===== src/rtl/cmp_arbiter_if.sv =====
// rtl/cmp_arbiter_if.sv - requester and shared-comparator signal bundle for cmp_arbiter
interface cmp_arbiter_if;
  logic       req0;
  logic [1:0] a0;
  logic [1:0] b0;
  logic       req1;
  logic [1:0] a1;
  logic [1:0] b1;
  logic       gnt0;
  logic       gnt1;
  logic       done0;
  logic       done1;
  logic       res_lt;
  logic       res_gt;
  logic       res_eq;
  logic [1:0] cmp_a;
  logic [1:0] cmp_b;
  logic       cmp_lt;
  logic       cmp_gt;
  logic       cmp_eq;

  modport master (
    output req0, a0, b0, req1, a1, b1,
    input  gnt0, gnt1, done0, done1, res_lt, res_gt, res_eq
  );

  modport slave (
    input  req0, a0, b0, req1, a1, b1, cmp_lt, cmp_gt, cmp_eq,
    output gnt0, gnt1, done0, done1, res_lt, res_gt, res_eq, cmp_a, cmp_b
  );

  modport comparator (
    input  cmp_a, cmp_b,
    output cmp_lt, cmp_gt, cmp_eq
  );
endinterface


===== src/rtl/cmp_arbiter.sv =====
// rtl/cmp_arbiter.sv - round-robin arbiter and sequencer for a shared 2-bit magnitude comparator
module cmp_arbiter #(
  parameter bit RR_INIT = 1'b0,
  parameter int CNT_W   = 8
) (
  input  logic             clk,
  input  logic             reset,
  cmp_arbiter_if.slave     bus,
  output logic             busy,
  output logic             err,
  output logic [CNT_W-1:0] lookups
);
  localparam logic [1:0] ST_IDLE   = 2'd0;
  localparam logic [1:0] ST_LOOKUP = 2'd1;
  localparam logic [1:0] ST_DONE   = 2'd2;

  logic [1:0] state;
  logic       ptr;
  logic       win;
  logic       any_req;
  logic       pick;
  logic       one_hot;

  assign any_req = bus.req0 | bus.req1;
  // Under contention the pointer decides; otherwise the lone requester wins.
  assign pick    = (bus.req0 & bus.req1) ? ptr : bus.req1;
  assign one_hot = (bus.cmp_lt ^ bus.cmp_gt ^ bus.cmp_eq)
                 & ~(bus.cmp_lt & bus.cmp_gt & bus.cmp_eq);
  assign busy    = (state != ST_IDLE);

  always_ff @(posedge clk) begin
    if (reset) begin
      state      <= ST_IDLE;
      ptr        <= RR_INIT;
      win        <= 1'b0;
      bus.gnt0   <= 1'b0;
      bus.gnt1   <= 1'b0;
      bus.done0  <= 1'b0;
      bus.done1  <= 1'b0;
      bus.cmp_a  <= 2'd0;
      bus.cmp_b  <= 2'd0;
      bus.res_lt <= 1'b0;
      bus.res_gt <= 1'b0;
      bus.res_eq <= 1'b0;
      err        <= 1'b0;
      lookups    <= '0;
    end else begin
      case (state)
        ST_IDLE: begin
          if (any_req) begin
            state     <= ST_LOOKUP;
            win       <= pick;
            ptr       <= ~pick;
            bus.gnt0  <= ~pick;
            bus.gnt1  <= pick;
            bus.cmp_a <= pick ? bus.a1 : bus.a0;
            bus.cmp_b <= pick ? bus.b1 : bus.b0;
          end
        end
        ST_LOOKUP: begin
          state      <= ST_DONE;
          bus.res_lt <= bus.cmp_lt;
          bus.res_gt <= bus.cmp_gt;
          bus.res_eq <= bus.cmp_eq;
          if (!one_hot) begin
            err <= 1'b1;
          end
          bus.done0  <= ~win;
          bus.done1  <= win;
        end
        ST_DONE: begin
          state     <= ST_IDLE;
          bus.done0 <= 1'b0;
          bus.done1 <= 1'b0;
          bus.gnt0  <= 1'b0;
          bus.gnt1  <= 1'b0;
          lookups   <= lookups + CNT_W'(1);
        end
        default: begin
          state <= ST_IDLE;
        end
      endcase
    end
  end
endmodule

===== src/flat_wrapper.sv =====
// flat-port wrapper written by rule: the top's interface ports become plain ports
module cmp_arbiter_flat 
#(
  parameter bit RR_INIT = 1'b0,
  parameter int CNT_W   = 8
)
  (clk, reset, busy, err, lookups, bus_req0, bus_a0, bus_b0, bus_req1, bus_a1, bus_b1, bus_cmp_lt, bus_cmp_gt, bus_cmp_eq, bus_gnt0, bus_gnt1, bus_done0, bus_done1, bus_res_lt, bus_res_gt, bus_res_eq, bus_cmp_a, bus_cmp_b);
  cmp_arbiter_if bus_i ();
  input  logic clk;
  input  logic reset;
  output logic busy;
  output logic err;
  output logic [CNT_W-1:0] lookups;
  input wire logic [$bits(bus_i.req0)-1:0] bus_req0;
  input wire logic [$bits(bus_i.a0)-1:0] bus_a0;
  input wire logic [$bits(bus_i.b0)-1:0] bus_b0;
  input wire logic [$bits(bus_i.req1)-1:0] bus_req1;
  input wire logic [$bits(bus_i.a1)-1:0] bus_a1;
  input wire logic [$bits(bus_i.b1)-1:0] bus_b1;
  input wire logic [$bits(bus_i.cmp_lt)-1:0] bus_cmp_lt;
  input wire logic [$bits(bus_i.cmp_gt)-1:0] bus_cmp_gt;
  input wire logic [$bits(bus_i.cmp_eq)-1:0] bus_cmp_eq;
  output wire logic [$bits(bus_i.gnt0)-1:0] bus_gnt0;
  output wire logic [$bits(bus_i.gnt1)-1:0] bus_gnt1;
  output wire logic [$bits(bus_i.done0)-1:0] bus_done0;
  output wire logic [$bits(bus_i.done1)-1:0] bus_done1;
  output wire logic [$bits(bus_i.res_lt)-1:0] bus_res_lt;
  output wire logic [$bits(bus_i.res_gt)-1:0] bus_res_gt;
  output wire logic [$bits(bus_i.res_eq)-1:0] bus_res_eq;
  output wire logic [$bits(bus_i.cmp_a)-1:0] bus_cmp_a;
  output wire logic [$bits(bus_i.cmp_b)-1:0] bus_cmp_b;
  assign bus_i.req0 = bus_req0;
  assign bus_i.a0 = bus_a0;
  assign bus_i.b0 = bus_b0;
  assign bus_i.req1 = bus_req1;
  assign bus_i.a1 = bus_a1;
  assign bus_i.b1 = bus_b1;
  assign bus_i.cmp_lt = bus_cmp_lt;
  assign bus_i.cmp_gt = bus_cmp_gt;
  assign bus_i.cmp_eq = bus_cmp_eq;
  assign bus_gnt0 = bus_i.gnt0;
  assign bus_gnt1 = bus_i.gnt1;
  assign bus_done0 = bus_i.done0;
  assign bus_done1 = bus_i.done1;
  assign bus_res_lt = bus_i.res_lt;
  assign bus_res_gt = bus_i.res_gt;
  assign bus_res_eq = bus_i.res_eq;
  assign bus_cmp_a = bus_i.cmp_a;
  assign bus_cmp_b = bus_i.cmp_b;
  cmp_arbiter #(.RR_INIT(RR_INIT), .CNT_W(CNT_W)) u_core (.clk(clk), .reset(reset), .bus(bus_i), .busy(busy), .err(err), .lookups(lookups));
endmodule

===== config.mk =====
export PLATFORM = sky130hd
export DESIGN_NAME = cmp_arbiter_flat
export DESIGN_NICKNAME = d
export VERILOG_FILES = /design/src/rtl/cmp_arbiter_if.sv /design/src/rtl/cmp_arbiter.sv /design/src/flat_wrapper.sv
export SDC_FILE = /design/constraint.sdc
export NUM_CORES = 1
export LEC_CHECK = 0
export CAP_MARGIN = 20
export CORE_ASPECT_RATIO = 0.7
export CORE_MARGIN = 1
export CORE_UTILIZATION = 44
export CTS_CLUSTER_SIZE = 28
export DETAILED_ROUTE_END_ITERATION = 8
export PLACE_DENSITY = 0.77
export SYNTH_ARGS = -nofsm -noshare
export SYNTH_HDL_FRONTEND = slang
export SYNTH_SLANG_ARGS = --single-unit

===== constraint.sdc =====
create_clock -name clk -period 1.79 [get_ports clk]
set_input_delay 0.537 -clock clk [delete_from_list [all_inputs] [get_ports clk]]
set_output_delay 0.537 -clock clk [all_outputs]
set_load 0.03 [all_outputs]

==> results.tsv <==
stage	metric	value	unit
run_status	status	finished clean	
timing	clk_skew	7.90	ps
power	Int Pwr	0.980	mW
synthesis	synthesized-area fraction occupied by adder cells	7.04	%
timing	FMAX	0.582	GHz
clocking	TritonCTS clock tree	built	
synthesis	Synth Area in Compound Gates	11.5	%
timing	setup violators final	0	
power	Peak VDD IR	0.584	mV
setup_path	WS Path Type	in -> reg	
global_route	first-pass GRT wire length	4480	µm
power	switching part of the total	29.3	%
setup_path	startpoint types	primary input	
synthesis	top post-synthesis cells by area	dfxtp_1 45%, ha_1 7.0%, mux2i_1 6.6%	
synthesis	YS warnings	0	
die	core area	2220	µm²
global_route	initial antenna violation count	0	
drt	final wirelength	2690	µm
die	DIE AREA	2630	µm²
setup_path	Data arrival, critical path	1950	ps
die	Die H	43.2	µm
synthesis	post-synthesis sequential area ratio	45.1	%
cells_and_area	commonest non-fill, non-tap cell in the layout	dfxtp_1	
die	row cnt	14	
timing	Hold Vio Cnt, Final	0	
drt	Pre-Repair DR Iteration Count	7	
synthesis	mean area per synthesized cell	9.52	µm²
drt	vias	1001	
synthesis	main combinational cell family by area after synthesis	simple AND/OR/NAND/NOR gates	
placed_design	HPWL after detailed placement	2060	µm
power	Leak Pwr	0.708	nW
placed_design	dpl ws	-289	ps
synthesis	Seq cells post-synth	24	
timing	final worst slack	72.9	ps
drt	post-route DRC violation count	0	
synthesis	Synth Area in XOR/XNOR	3.29	%
clocking	clk root buf	clkbuf_4	
placed_design	Placer Congestion	0.872	
clocking	post-CTS setup buffers	0	
clocking	Clock H-tree levels	1	
synthesis	syn nets	133	
synthesis	Synth top area share	45.1	%
cells_and_area	share of layout cells above drive strength 1	17.0	%
power	Gate power share	27.5	%
clocking	clock tree buffer depth	2	
drt	DR iter-0 viols	65	
global_route	largest net degree at the start of global routing	15	
setup_path	Critical Path Fanout Max	2	
clocking	clock latency on the worst-skew pair	320	ps
synthesis	post-synthesis mux area share	6.57	%
worst_hold_path	worst hold path type	reg -> reg	
flow_run	Max Cap Viol	0	
power	Flop pwr share	43.8	%
synthesis	mapped cell area	1070	µm²
cells_and_area	Ant. Diodes	0	
setup_path	Slowest-stage cell, CP	or3b_2	
cells_and_area	most frequent cells in the layout	22 x dfxtp_1, 20 x dlygate4sd2_1, 16 x nor2_1, 14 x clkdlybuf4s50_1, 14 x buf_4	
drt	drt wl/cell	14.1	µm
die	Die X-Extent	60.8	µm
placed_design	total placed instance area	1530	µm²
clocking	Worst-path clk slew	140	ps
power	Clk pwr share	28.7	%
clocking	CTS sink count	24	
cells_and_area	# nets final	181	
clocking	Post-CTS Hold Buffers	0	
global_route	GRT Total Usage	24.0	%
clocking	Num CTS Buffers	3	
timing	Slew Viols, Final	0	
timing	RSZ-0062 raised after global routing	no	
power	NetSw	0.406	mW
die	I/O pin count	36	
synthesis	post-synthesis simple-gate area fraction	23.0	%
placed_design	IO Port Bufs	35	
cells_and_area	final core occ	70.5	%
timing	worst-margin pin slew	400	ps
synthesis	Mapped Cells	112	
setup_path	critical-path cell list	clkdlybuf4s50_1, ha_1, or3b_2, a31oi_1, nor2_1	
drt	detailed-route vias per instance	5.24	
cells_and_area	Syn-to-layout area delta	47.1	%
setup_path	worst path required time	2030	ps
die	Starting Density	47.9	%
drt	ANT nets after route	0	
power	Power Dens Cells	884	nW/µm²
cells_and_area	final standard cell area without fillers	1570	µm²
timing	Slew HR	73.0	%
timing	Sum Neg Setup Slack	0	ps
timing	fin crit period	1720	ps
setup_path	CP peak stage delay	440	ps
setup_path	crit end category	flip-flop	
global_route	vias in the first global route	988	
synthesis	Synth area leader	dfxtp_1	
timing	final period utilization	95.9	%
global_route	GRT Residual Overflow	0	
power	Final Power	1.39	mW
synthesis	Unique masters post-synth	29	
## worst max-delay path, delay by kind of cell
family / cells / cell delay (ps)
simple gates: 2 / 500
buf+inv: 1 / 430
fa+ha+maj: 1 / 320
compound gates: 1 / 170
## timing repair
action	CTS	global route
setup endpoints to repair	21	1
gates cloned	0	0
endpoints found under the hold margin	0	0
resized for setup	22	4
## layout make-up
class                      count  area (µm²)
tap                           32        40.0
inverter                       3        11.3
sequential                    24         483
fill                         202         657
timing repair buffer          48         420
multi-input combinational     80         561
clock inverter                 1        30.0
clock buffer                   3        22.5
## layer usage
layer / up-vias / track usage, % / wire length (µm)
met5: - / 0 / 0
met3: 12 / 7.93 / 154
met2: 35 / 38.5 / 1270
li1: 489 / - / -
met4: 0 / 12.3 / 82
met1: 465 / 28.4 / 1180
## flip-flops by register name, indices dropped and copies added (netlist names)
signal	flops
u_core.bus.cmp_a	2
u_core.bus.done0	1
u_core.state	2
u_core.bus.res_eq	1
u_core.lookups	8
u_core.bus.res_gt	1
u_core.win	1
u_core.ptr	1
u_core.bus.done1	1
u_core.bus.gnt1	1
u_core.err	1
u_core.bus.res_lt	1
u_core.bus.gnt0	1
u_core.bus.cmp_b	2
## power groups by stage
stage,clock (mW),combinational (mW),sequential [mW]
floorplan,0,0.159,0.682
global placement,0,0.375,0.614
detailed placement,0,0.389,0.618
CTS,0.399,0.380,0.605
global route,0.427,0.413,0.615
finish,0.397,0.381,0.607
## stage by stage
| stage | hold slack [ps] | instances |
|---|---|---|
| after global placement | 456 | 187 |
| final | 485 | 191 |
| after global routing | 509 | 191 |
| after floorplan | 449 | 112 |
| after CTS | 489 | 191 |
| after detailed placement | 469 | 187 |
## logic make-up (layout without fill, tap and decap cells)
family / count (synthesis) / in the layout
AND/OR/NAND/NOR: 44 / 44
AO/OA/AOI/OAI: 19 / 19
multiplexers: 7 / 7
adder cells (fa/ha/maj): 6 / 6
XOR/XNOR: 4 / 4
flip-flops: 24 / 24
buffers and inverters: 8 / 55
## Yosys cell counts, drive strengths merged
library cell and number:
nand2b 2, inv 3, or3b 1, nand3 2, nand2 5, nor4b 4
a2bb2oi 1, dfxtp 24, a21oi 7, nor3b 1, or3 5, nand3b 1
and2 1, ha 6, a221o 4, o21ai 5, buf 1, clkbuf 4
xor2 3, nor2b 1, o21a 1, nor2 16, or2 1, nand4 3
mux2i 7, a31oi 1, xnor2 1, nor3 1
## path summary, 6_finish.rpt
path	slack (ps)	cells past startpoint	startpoint	endpoint
max	70	5	bus_cmp_gt	u_core.err$_SDFFE_PP0P_
min reg2reg	480	2	u_core.bus.done1$_SDFFE_PP0P_	u_core.bus.done1$_SDFFE_PP0P_
max reg2reg	220	5	u_core.state[0]$_SDFFE_PP0P_	u_core.lookups[7]$_SDFFE_PP0P_
min	480	2	u_core.bus.done1$_SDFFE_PP0P_	u_core.bus.done1$_SDFFE_PP0P_
Note: power is estimated with default switching activity, not from simulation.
